==> config.mk <==
export PLATFORM = sky130hd
export DESIGN_NAME = tally_accum
export DESIGN_NICKNAME = d
export VERILOG_FILES = /design/src/rtl/tally_accum_pkg.sv /design/src/rtl/onehot_dec5.sv /design/src/rtl/tally_accum.sv
export SDC_FILE = /design/constraint.sdc
export NUM_CORES = 1
export LEC_CHECK = 0
export CORE_MARGIN = 2
export CORE_UTILIZATION = 30
export CTS_CLUSTER_SIZE = 12
export DETAILED_ROUTE_END_ITERATION = 10
export HOLD_SLACK_MARGIN = 0.03
export PLACE_DENSITY = 0.63
export SLEW_MARGIN = 20
export SYNTH_ARGS = -nofsm -noshare
export SYNTH_HDL_FRONTEND = slang
export SYNTH_SLANG_ARGS = --single-unit
==> constraint.sdc <==
create_clock -name clk -period 2.7 [get_ports clk]
set_input_delay 0.405 -clock clk [delete_from_list [all_inputs] [get_ports clk]]
set_output_delay 0.405 -clock clk [all_outputs]
set_load 0.05 [all_outputs]
==> src/rtl/tally_accum_pkg.sv <==
// Shared definitions for the tally accumulator: FSM states, default window
// width and the width of the one-hot count bus.
package tally_accum_pkg;

  localparam int WIN_W_DEF = 4;
  localparam int ONEHOT_W  = 5;

  typedef enum logic [1:0] {
    IDLE  = 2'd0,
    ACCUM = 2'd1,
    DONE  = 2'd2
  } state_t;

endpackage

==> src/rtl/onehot_dec5.sv <==
// Converts a 5-bit one-hot ones-count into its binary value (0..4).
// Any pattern that is not exactly one set bit yields 0 and raises illegal.
module onehot_dec5
  import tally_accum_pkg::*;
(
  input  logic [ONEHOT_W-1:0] onehot,
  output logic [2:0]          value,
  output logic                illegal
);

  always_comb begin
    value   = 3'd0;
    illegal = 1'b0;
    case (onehot)
      5'b00001: value = 3'd0;
      5'b00010: value = 3'd1;
      5'b00100: value = 3'd2;
      5'b01000: value = 3'd3;
      5'b10000: value = 3'd4;
      default:  illegal = 1'b1;
    endcase
  end

endmodule

==> src/rtl/tally_accum.sv <==
// Sums decoded one-hot counts over a programmable window of samples and
// holds the result with a valid/ack handshake.
module tally_accum
  import tally_accum_pkg::*;
#(
  parameter int WIN_W = WIN_W_DEF,
  parameter int SUM_W = WIN_W + 3
) (
  input  logic                clk,
  input  logic                reset,
  input  logic                ena,
  input  logic                start,
  input  logic [WIN_W-1:0]    win_len,
  input  logic                in_valid,
  input  logic [ONEHOT_W-1:0] onehot,
  output logic [SUM_W-1:0]    sum,
  output logic                sum_valid,
  input  logic                sum_ack,
  output logic                busy,
  output logic                err
);

  // One extra bit so the counter and latched length can represent 2^WIN_W.
  localparam int CNT_W = WIN_W + 1;

  state_t           state, state_nxt;
  logic [CNT_W-1:0] cnt, len_q, len_eff, cnt_inc;
  logic [2:0]       value;
  logic             illegal;
  logic             accept, last;
  logic             busy_nxt, valid_nxt;

  onehot_dec5 u_dec (
    .onehot  (onehot),
    .value   (value),
    .illegal (illegal)
  );

  assign len_eff = (win_len == '0) ? (CNT_W'(1) << WIN_W) : {1'b0, win_len};
  assign accept  = ena && in_valid && (state == ACCUM);
  assign cnt_inc = cnt + CNT_W'(1);
  assign last    = accept && (cnt_inc == len_q);

  always_ff @(posedge clk) begin
    if (reset) begin
      state     <= IDLE;
      busy      <= 1'b0;
      sum_valid <= 1'b0;
    end else begin
      state     <= state_nxt;
      busy      <= busy_nxt;
      sum_valid <= valid_nxt;
    end
  end

  always_comb begin
    state_nxt = state;
    if (ena) begin
      case (state)
        IDLE:    if (start)   state_nxt = ACCUM;
        ACCUM:   if (last)    state_nxt = DONE;
        DONE:    if (sum_ack) state_nxt = IDLE;
        default: state_nxt = IDLE;
      endcase
    end
  end

  // Flags are computed from the next state so they land in flops alongside it.
  always_comb begin
    busy_nxt  = (state_nxt != IDLE);
    valid_nxt = (state_nxt == DONE);
  end

  always_ff @(posedge clk) begin
    if (reset) begin
      sum   <= '0;
      err   <= 1'b0;
      cnt   <= '0;
      len_q <= '0;
    end else if (ena) begin
      if (state == IDLE && start) begin
        len_q <= len_eff;
        sum   <= '0;
        err   <= 1'b0;
        cnt   <= '0;
      end else if (accept) begin
        sum <= sum + SUM_W'(value);
        err <= err | illegal;
        cnt <= cnt_inc;
      end
    end
  end

endmodule
==> summary.md <==
| Metric | Value |
|---|---|
| Outcome | completed |
| First-pass DRT Iterations | 4 |
| Yosys Warn Count | 0 |
| CP Capture Type | flop |
| Gr usage total | 13.1% |
| Layout cells sized above 1 | 10.3% |
| Vias in the first global route | 1085 |
| Via count | 1075 |
| Final Max Tran Viols | 0 |
| Adder-Cell Fraction of Synth Area | 5.91% |
| Final min period | 2.59 ns |
| Critical setup path kind | input port to flop |
| Fin util | 42.1% |
| PortBufs | 24 |
| Global-route wire length before repair | 4510 um |
| Clock Latency Late Sink | 0.26 ns |
| Yosys top cell area share | 37.2% |
| Max Clock Freq | 0.387 GHz |
| Biggest area consumer among synthesized cells | dfxtp_1 |
| Syn Nets | 154 |
| Starting Density | 31.9% |
| Dominant synthesized flop cell | dfxtp_1 |
| Post-CTS Hold Buffers | 0 |
| Dpl cell area | 1520 um^2 |
| Core area | 3720 um^2 |
| Critical Path Start | onehot[3] |
| Worst Path Required | 2.90 ns |
| H-tree levels | 1 |
| Clock-pin slew on the worst setup and hold paths | 0.08 ns |
| Final instance area | 1560 um^2 |
| Clock sinks | 22 |
| Worst-path maximum fanout | 3 |
| Post-CTS Setup Bufs | 0 |
| Async SR Flop Fraction | 0% |
| Wirelength per Cell | 12.6 um |
| GPL Wtd Cong | 0.779 |
| Layout area overhead | 32.0% |
| Hold depth | 2 |
| Residual DRC | 0 |
| Multiplexer share of the synthesized area | 4.22% |
| Die Ht | 66.8 um |
| Row cnt | 22 |
| Commonest non-fill, non-tap cell in the layout | clkdlybuf4s50_1 |
| Syn Area/Cell | 8.84 um^2 |
| DIE AREA | 4470 um^2 |
| Clock Skew | 0.00294 ns |
| Worst r2r path cells | 7 |
| Bufs on Longest Clock Path | 2 |
| Tcrit/Tclk final | 95.8% |
| Synth Area in Simple Gates | 21.5% |
| Largest net degree at the start of global routing | 18 |
| Measured slew at the worst slew-check pin | 0.503 ns |
| Max VDD drop | 0.257 mV |
| Pleak | 0.577 nW |
| Sequential share of the synthesized area | 37.2% |
| Setup-failing EPs final | 0 |
| Synthesized flop and latch total | 22 |
| Initial antenna violation count | 0 |
| Total CTS buffers | 3 |
| Worst setup SP type | input port |
| Netlist cell types | 40 |
| Die Span X | 66.8 um |
| Worst r2r src | sum[0] |
| Initial DRC count | 37 |
| Post-DP HPWL | 2100 um |
| HP Class | flop to flop |
| Commonest non-fill, non-tap cells in the layout | 24 x clkdlybuf4s50_1, 22 x dfxtp_1, 18 x nor2_1, 14 x a21oi_1, 11 x buf_4 |
| Mean number of vias per cell | 5.05 |
| Max-Cap Viols | 0 |
| Fin nets | 187 |
| CTS tree | built |
| Post-synth EDFFs | 0 |
| Largest family of logic cells by synthesized area | simple AND/OR/NAND/NOR gates |
| Synth Area in Compound Gates | 16.2% |
| Post-Synthesis Cells | 134 |
| P per Cell Area | 422 nW/um^2 |
| N_diodes | 0 |
| Max_slew headroom | 66.3% |
| Worst Path Arrival | 2.78 ns |
| Final WL | 2680 um |
| ANT nets after route | 0 |
| RSZ-0062 raised after global routing | false |
| Remaining global-route overflow | 0 |
| Top Ports | 25 |
| Synth top area cells | dfxtp_1 37%, xnor2_1 6.7%, a21oi_1 5.9%, nor2_1 5.7%, ha_1 4.2% |
| Final hold violations | 0 |
| Area share of xor/xnor cells in the synthesized design | 9.61% |
| PostCTS Resize Cnt | 0 |
| Hold_sp | err |
| Post-Synthesis Cell Area | 1180 um^2 |
| Root buffer cell | clkbuf_8 |
==> per-layer routing <==
| layer | track usage (%) | vias to the layer above | wire (um) |
|---|---|---|---|
| met4 | 2.81 | 0 | 0 |
| met1 | 15.0 | 506 | 1230 |
| met2 | 23.6 | 28 | 1310 |
| met3 | 4.22 | 0 | 140 |
| li1 | - | 541 | - |
| met5 | 0 | - | 0 |
==> critical path, cell delays in order <==
cell	delay (ns)
clkdlybuf4s50_1	0.49
xnor2_1	0.17
or4_1	0.46
fa_1	0.45
nor2b_1	0.18
o221ai_2	0.13
or3_1	0.36
a21oi_1	0.14
==> layout make-up <==
class                   count  area [um^2]
well taps                  48         60.1
clock buffers               3         41.3
flip-flops and latches     22          440
inverters                   5         18.8
multi-input cells         100          681
fillers                   374         2150
repair buffers             35          323
==> cells by family after synthesis <==
group,Yosys count
AND/OR/NAND/NOR,47
AO/OA/AOI/OAI,30
flip-flops,22
XOR/XNOR,13
buffers and inverters,12
multiplexers,5
adder cells (fa/ha/maj),5
==> state kept, by name (all words and copies together) (netlist names) <==
signal     flops
sum            7
state          2
len_q          5
cnt            5
sum_valid      1
busy           1
err            1
==> final timing paths <==
path	slack, ns	to
worst min-delay path	0.45	err
worst min register to register	0.45	err
worst max-delay path	0.11	sum[6]
worst max register to register	0.84	sum[6]
==> synthesized netlist by cell type (2+ instances only) <==
cell / number
xor2_1: 4
nor3_1: 2
a22oi_1: 3
or3_1: 3
a21oi_1: 14
xnor2_1: 9
dfxtp_1: 22
or4_1: 2
o21ai_0: 5
nand3_1: 3
nor4_1: 2
ha_1: 4
clkbuf_1: 4
a221oi_1: 2
buf_6: 2
nor2_1: 18
nand2_1: 3
nor2b_1: 2
mux2i_1: 5
inv_1: 5
==> through the flow <==
step	setup slack (ns)	TNS [ns]	hold slack (ns)	total power, mW	cells
after floorplan	0.301	0	0.471	0.421	134
after global placement	-0.00865	-0.00865	0.434	0.466	210
after detailed placement	-0.165	-0.219	0.444	0.470	210
after CTS	0.122	0	0.455	0.668	213
after global routing	0.0403	0	0.470	0.695	213
final	0.114	0	0.454	0.661	213
==> power by group <==
part	total [mW]	internal, mW	switching (mW)
Combinational	0.119	0.0587	0.0599
Sequential	0.343	0.334	0.00872
Clock	0.199	0.0995	0.0996
Note: power is estimated with default switching activity, not from simulation.
==> edit 1 (same flow settings) <==
Change the package constant `WIN_W_DEF` from 4 to 5.
--- a/src/rtl/tally_accum_pkg.sv
+++ b/src/rtl/tally_accum_pkg.sv
@@ -4,3 +4,3 @@
 
-  localparam int WIN_W_DEF = 4;
+  localparam int WIN_W_DEF = 5;
   localparam int ONEHOT_W  = 5;
Interface: changed (resized sum and win_len); port bits go from 25 to 27. No check against the original RTL was run, so the function may have changed too.
==> edit 1 against the unedited design <==
  * Setup slack gained 0.33 ns
  * Sequential cell count grew 3
  * Global-route usage shrank 0.88 points
  * Design area grew 12%
  * Via count grew 16%
  * Critical path depth is the same
  * Sequential power grew 13%
  * Area after synthesis grew 18%
  * Routed wire length grew 13%
  * Combinational power shrank 5%
  * Total power grew 9.2%
  * Sequential share of layout area grew 0.41 points
  * Largest power group unchanged
==> edit 1: results (changes against the unedited design) <==
Post-synth top area share: 35.8% (was 37.2%)
Synthesized instance count: 168 (was 134)
Ranking of synthesized cells by area: dfxtp_1 (36%), a21oi_1 (8.2%), xnor2_1 (5.0%), nand2_1 (3.8%), xor2_1 (3.8%) (was dfxtp_1 (37%), xnor2_1 (6.7%), a21oi_1 (5.9%), nor2_1 (5.7%), ha_1 (4.2%))
# fillers: 443 (was 374)
Dpl cell area: 0.00171 mm2 (was 0.00152 mm2)
Layout cell share with drive strength beyond 1: 5.67% (was 10.3%)
Port bufs: 26 (was 24)
Post-Place Cells: 242 (was 210)
Distinct cells, synth: 39 (was 40)
Vias: 1246 (was 1075)
First-pass GRT wire length: 5080 um (was 4510 um)
VDD IR max: 0.000144 V (was 0.000257 V)
Mapped Nets: 189 (was 154)
Largest net degree at the start of global routing: 22 (was 18)
Pleak: 0.643 nW (was 0.577 nW)
Fmax: 0.443 GHz (was 0.387 GHz)
GPL Wtd Cong: 0.757 (was 0.779)
Status: complete, no violations (unchanged)
Sequential area share after synthesis: 35.8% (was 37.2%)
Commonest cells in the netlist: dfxtp_1 (25), a21oi_1 (23), nand2_1 (14), nor2_1 (13) (was dfxtp_1 (22), nor2_1 (18), a21oi_1 (14), xnor2_1 (9))
Nets: 216 (was 187)
Slew @ Worst Pin: 0.501 ns (was 0.503 ns)
Clk_skew: 0.00789 ns (was 0.00294 ns)
Mean routed wirelength per cell: 12.2 um (was 12.6 um)
GRT Total Usage: 12.2% (was 13.1%)
Dpl hpwl: 2200 um (was 2100 um)
Crit Path Max Fanout: 6 (was 3)
Worst flop-to-flop path startpoint: state[1] (was sum[0])
## edit 1: cell types whose count changed after synthesis, moves of 3 or more
cell | unedited run | this run
nor2_1 | 18 | 13
nand2_1 | 3 | 14
a21oi_1 | 14 | 23
dfxtp_1 | 22 | 25
o31ai_1 | 1 | 5
mux2i_1 | 5 | 0
o21ai_0 | 5 | 8
## edit 1: logic make-up (layout without fill, tap and decap cells)
logic type      Yosys count  after routing  share of synthesized area, %
compound gates           48             48                          20.9
fa+ha+maj                 5              5                          5.01
xor+xnor                 14             14                          8.77
flops                    25             25                          35.8
buf+inv                  15             41                          5.73
simple gates             61             61                          23.8
## edit 1: through the flow
stage          setup WS (ns)  hold WS [ns]  utilization [%]
2_1_floorplan          0.609         0.448                -
3_3_place_gp           0.192         0.445             38.7
3_5_place_dp           0.143         0.450             38.7
4_1_cts                0.424         0.460             39.7
5_1_grt                0.261         0.494             39.7
6_report               0.443         0.461             39.7
## edit 1: worst paths after layout
path              endpoint  slack [ns]
setup / recovery    sum[6]        0.44
hold reg to reg        err        0.46
hold / removal         err        0.46
setup reg to reg    sum[7]        0.98
## edit 1: critical path, cell delays in order
cell and delay (ns):
clkdlybuf4s50_1 0.51, xnor2_1 0.17, nor4_1 0.27, buf_4 0.18, fa_1 0.19, a21oi_1 0.11
or4_1 0.48, a21oi_1 0.14
## edit 1: cell type report
cell class | instances | area [um2] | share of cell area (%)
multi-input combinational | 128 | 817 | 46.6
sequential | 25 | 500 | 28.6
timing repair buffer | 32 | 305 | 17.4
tap | 52 | 65.1 | 3.71
clock buffer | 4 | 45.0 | 2.57
inverter | 5 | 18.8 | 1.07
## edit 1: per-layer routing
layer	vias to the layer above	GRT usage [%]	part of all wire (%)
met5	-	0	0
li1	655	-	-
met3	5	2.92	3.9
met1	569	15.6	47
met2	17	20.1	47
met4	0	4.40	1.2
## edit 1: where the power goes
group          internal [mW]  switching (mW)
combinational         0.0539          0.0590
sequential             0.378         0.00986
clock                  0.105           0.115
==> edit 2 (config.mk and constraints unchanged) <==
Without the edit above. The 3 states of `state_t` get a one-hot encoding in 3 bits.
--- a/src/rtl/tally_accum_pkg.sv
+++ b/src/rtl/tally_accum_pkg.sv
@@ -7,6 +7,6 @@
 
-  typedef enum logic [1:0] {
-    IDLE  = 2'd0,
-    ACCUM = 2'd1,
-    DONE  = 2'd2
+  typedef enum logic [2:0] {
+    IDLE  = 3'b001,
+    ACCUM = 3'b010,
+    DONE  = 3'b100
   } state_t;
Formal check against the unedited RTL: same outputs for any inputs over 10 cycles, from zero or initial values and one cycle with reset high; not proved beyond that.
==> edit 2 against the unedited design <==
  * Design area rose by 6.6%
  * Synthesized cell count increased by 13%
  * Setup slack better by 0.036 ns
  * Final cell count up 8.9%
  * Area after synthesis rose by 8.2%
  * Global-route usage is 1.8 points lower
  * Worst hold slack gained 0.019 ns
  * Total power up 0.20%
  * Sequential cell count increased by 1
  * Routed wire length rose by 1.7%
  * Non-clock buffer count decreased by 2
  * Die area rose by 7.7%
==> edit 2: results (changes against the unedited design) <==
Mapped Nets: 171 (was 154)
Worst flop-to-flop path startpoint: sum[0] (unchanged)
Clk_skew: 0.00189 ns (was 0.00294 ns)
Top FF cell, synth: dfxtp_1 (unchanged)
Worst-path clk slew: 0.08 ns (about the same)
CP top delay family: simple AND/OR/NAND/NOR gates (unchanged)
Critical path's slowest cell: or4_1 (was clkdlybuf4s50_1)
Pleak: 0.588 nW (was 0.577 nW)
Mean routed wirelength per cell: 11.7 um (was 12.6 um)
Largest net degree at the start of global routing: 17 (was 18)
GPL Wtd Cong: 0.772 (was 0.779)
Sequential area share after synthesis: 35.9% (was 37.2%)
Ranking of synthesized cells by area: dfxtp_1 (36%), xnor2_1 (7.5%), a21oi_1 (6.6%), o21ai_0 (4.7%), ha_1 (3.9%) (was dfxtp_1 (37%), xnor2_1 (6.7%), a21oi_1 (5.9%), nor2_1 (5.7%), ha_1 (4.2%))
Vias in the first global route: 1019 (was 1085)
Min-delay worst type: reg -> reg (unchanged)
Global route total overflow: 0 (unchanged)
Asr flop ratio synth: 0% (unchanged)
Via density: 5.10 (was 5.05)
Crit Path Max Fanout: 4 (was 3)
WP data arrival: 2.75 ns (was 2.78 ns)
Biggest regs: sum x7, cnt x5, len_q x5 (unchanged)
Synth warnings: 0 (unchanged)
TritonCTS buffer count: 3 (unchanged)
Dpl cell area: 0.00162 mm2 (was 0.00152 mm2)
Commonest cells in the netlist: dfxtp_1 (23), a21oi_1 (17), o21ai_0 (12), xnor2_1 (11) (was dfxtp_1 (22), nor2_1 (18), a21oi_1 (14), xnor2_1 (9))
VDD IR max: 0.000223 V (was 0.000257 V)
CP peak stage delay: 0.49 ns (about the same)
Status: complete, no violations (unchanged)
First DRT Iteration DRCs: 49 (was 37)
H-Tree Level Count: 1 (unchanged)
Port bufs: 24 (unchanged)
Crit path from: onehot[3] (unchanged)
Slew @ Worst Pin: 0.651 ns (was 0.503 ns)
Min-delay src: err (unchanged)
Layout cell share with drive strength beyond 1: 9.34% (was 10.3%)
TritonRoute pass-1 iters: 4 (unchanged)
Diodes inserted: 0 (unchanged)
Initial antenna violation count: 0 (unchanged)
Nets: 203 (was 187)
Dpl hpwl: 2040 um (was 2100 um)
GRT Total Usage: 11.3% (was 13.1%)
Clk Tree Root Cell: clkbuf_8 (unchanged)
# resized after CTS: 0 (unchanged)
Distinct cells, synth: 45 (was 40)
# fillers: 413 (was 374)
CTS Buffer Depth: 2 (unchanged)
First-pass GRT wire length: 4600 um (was 4510 um)
Skew-Pair Late Insertion Delay: 0.26 ns (about the same)
Post-CTS setup buffers: 0 (unchanged)
[edit 2: changes by cell type after synthesis, sizes merged, moves of 3 or more]
cell and change:
nor2 -10, o21ai +8, nand2 +6, mux2i -4, nand2b +4, a21oi +3
[edit 2: stage by stage]
stage	utilization (%)	hold slack [ns]	cells	TNS, ns	worst slack, ns
2_1_floorplan	-	0.462	151	0	0.386
3_3_place_gp	39.9	0.456	228	-0.123	-0.123
3_5_place_dp	39.9	0.457	228	-0.191	-0.174
4_1_cts	41.0	0.481	232	0	0.0979
5_1_grt	41.1	0.498	232	0	0.0400
6_report	41.1	0.474	232	0	0.151
[edit 2: path summary, 6_finish.rpt]
path                  to  slack, ns  depth (start not counted)
setup / recovery  sum[6]       0.15                          8
hold / removal       err       0.47                          1
setup reg to reg  sum[6]       0.83                          7
hold reg to reg      err       0.47                          1
[edit 2: power breakdown]
group | internal (mW) | switching [mW] | total (mW)
combinational | 0.0493 | 0.0489 | 0.0982
clock | 0.105 | 0.105 | 0.210
sequential | 0.346 | 0.00795 | 0.354
[edit 2: final cells by class]
class                   instances  share of cell area [%]
inverters                       5                    1.13
multi-input cells             117                    46.4
well taps                      50                    3.75
repair buffers                 33                    18.5
flip-flops and latches         23                    27.6
clock buffers                   4                    2.70
[edit 2: kinds of logic (layout without fill, tap and decap cells)]
family	after synthesis	count (layout)	synth area share (%)
fa+ha+maj	5	5	5.46
simple gates	53	53	23.7
xor+xnor	13	13	8.88
compound gates	45	45	21.3
flops	23	23	35.9
buf+inv	11	42	4.00
mux	1	1	0.781
[edit 2: routing by layer]
layer | vias to the layer above | GRT usage, % | part of all wire, %
li1 | 610 | - | -
met1 | 547 | 16.0 | 50
met2 | 25 | 17.0 | 44
met3 | 2 | 3.05 | 4.8
met4 | 0 | 2.61 | 0.70
met5 | - | 0 | 0
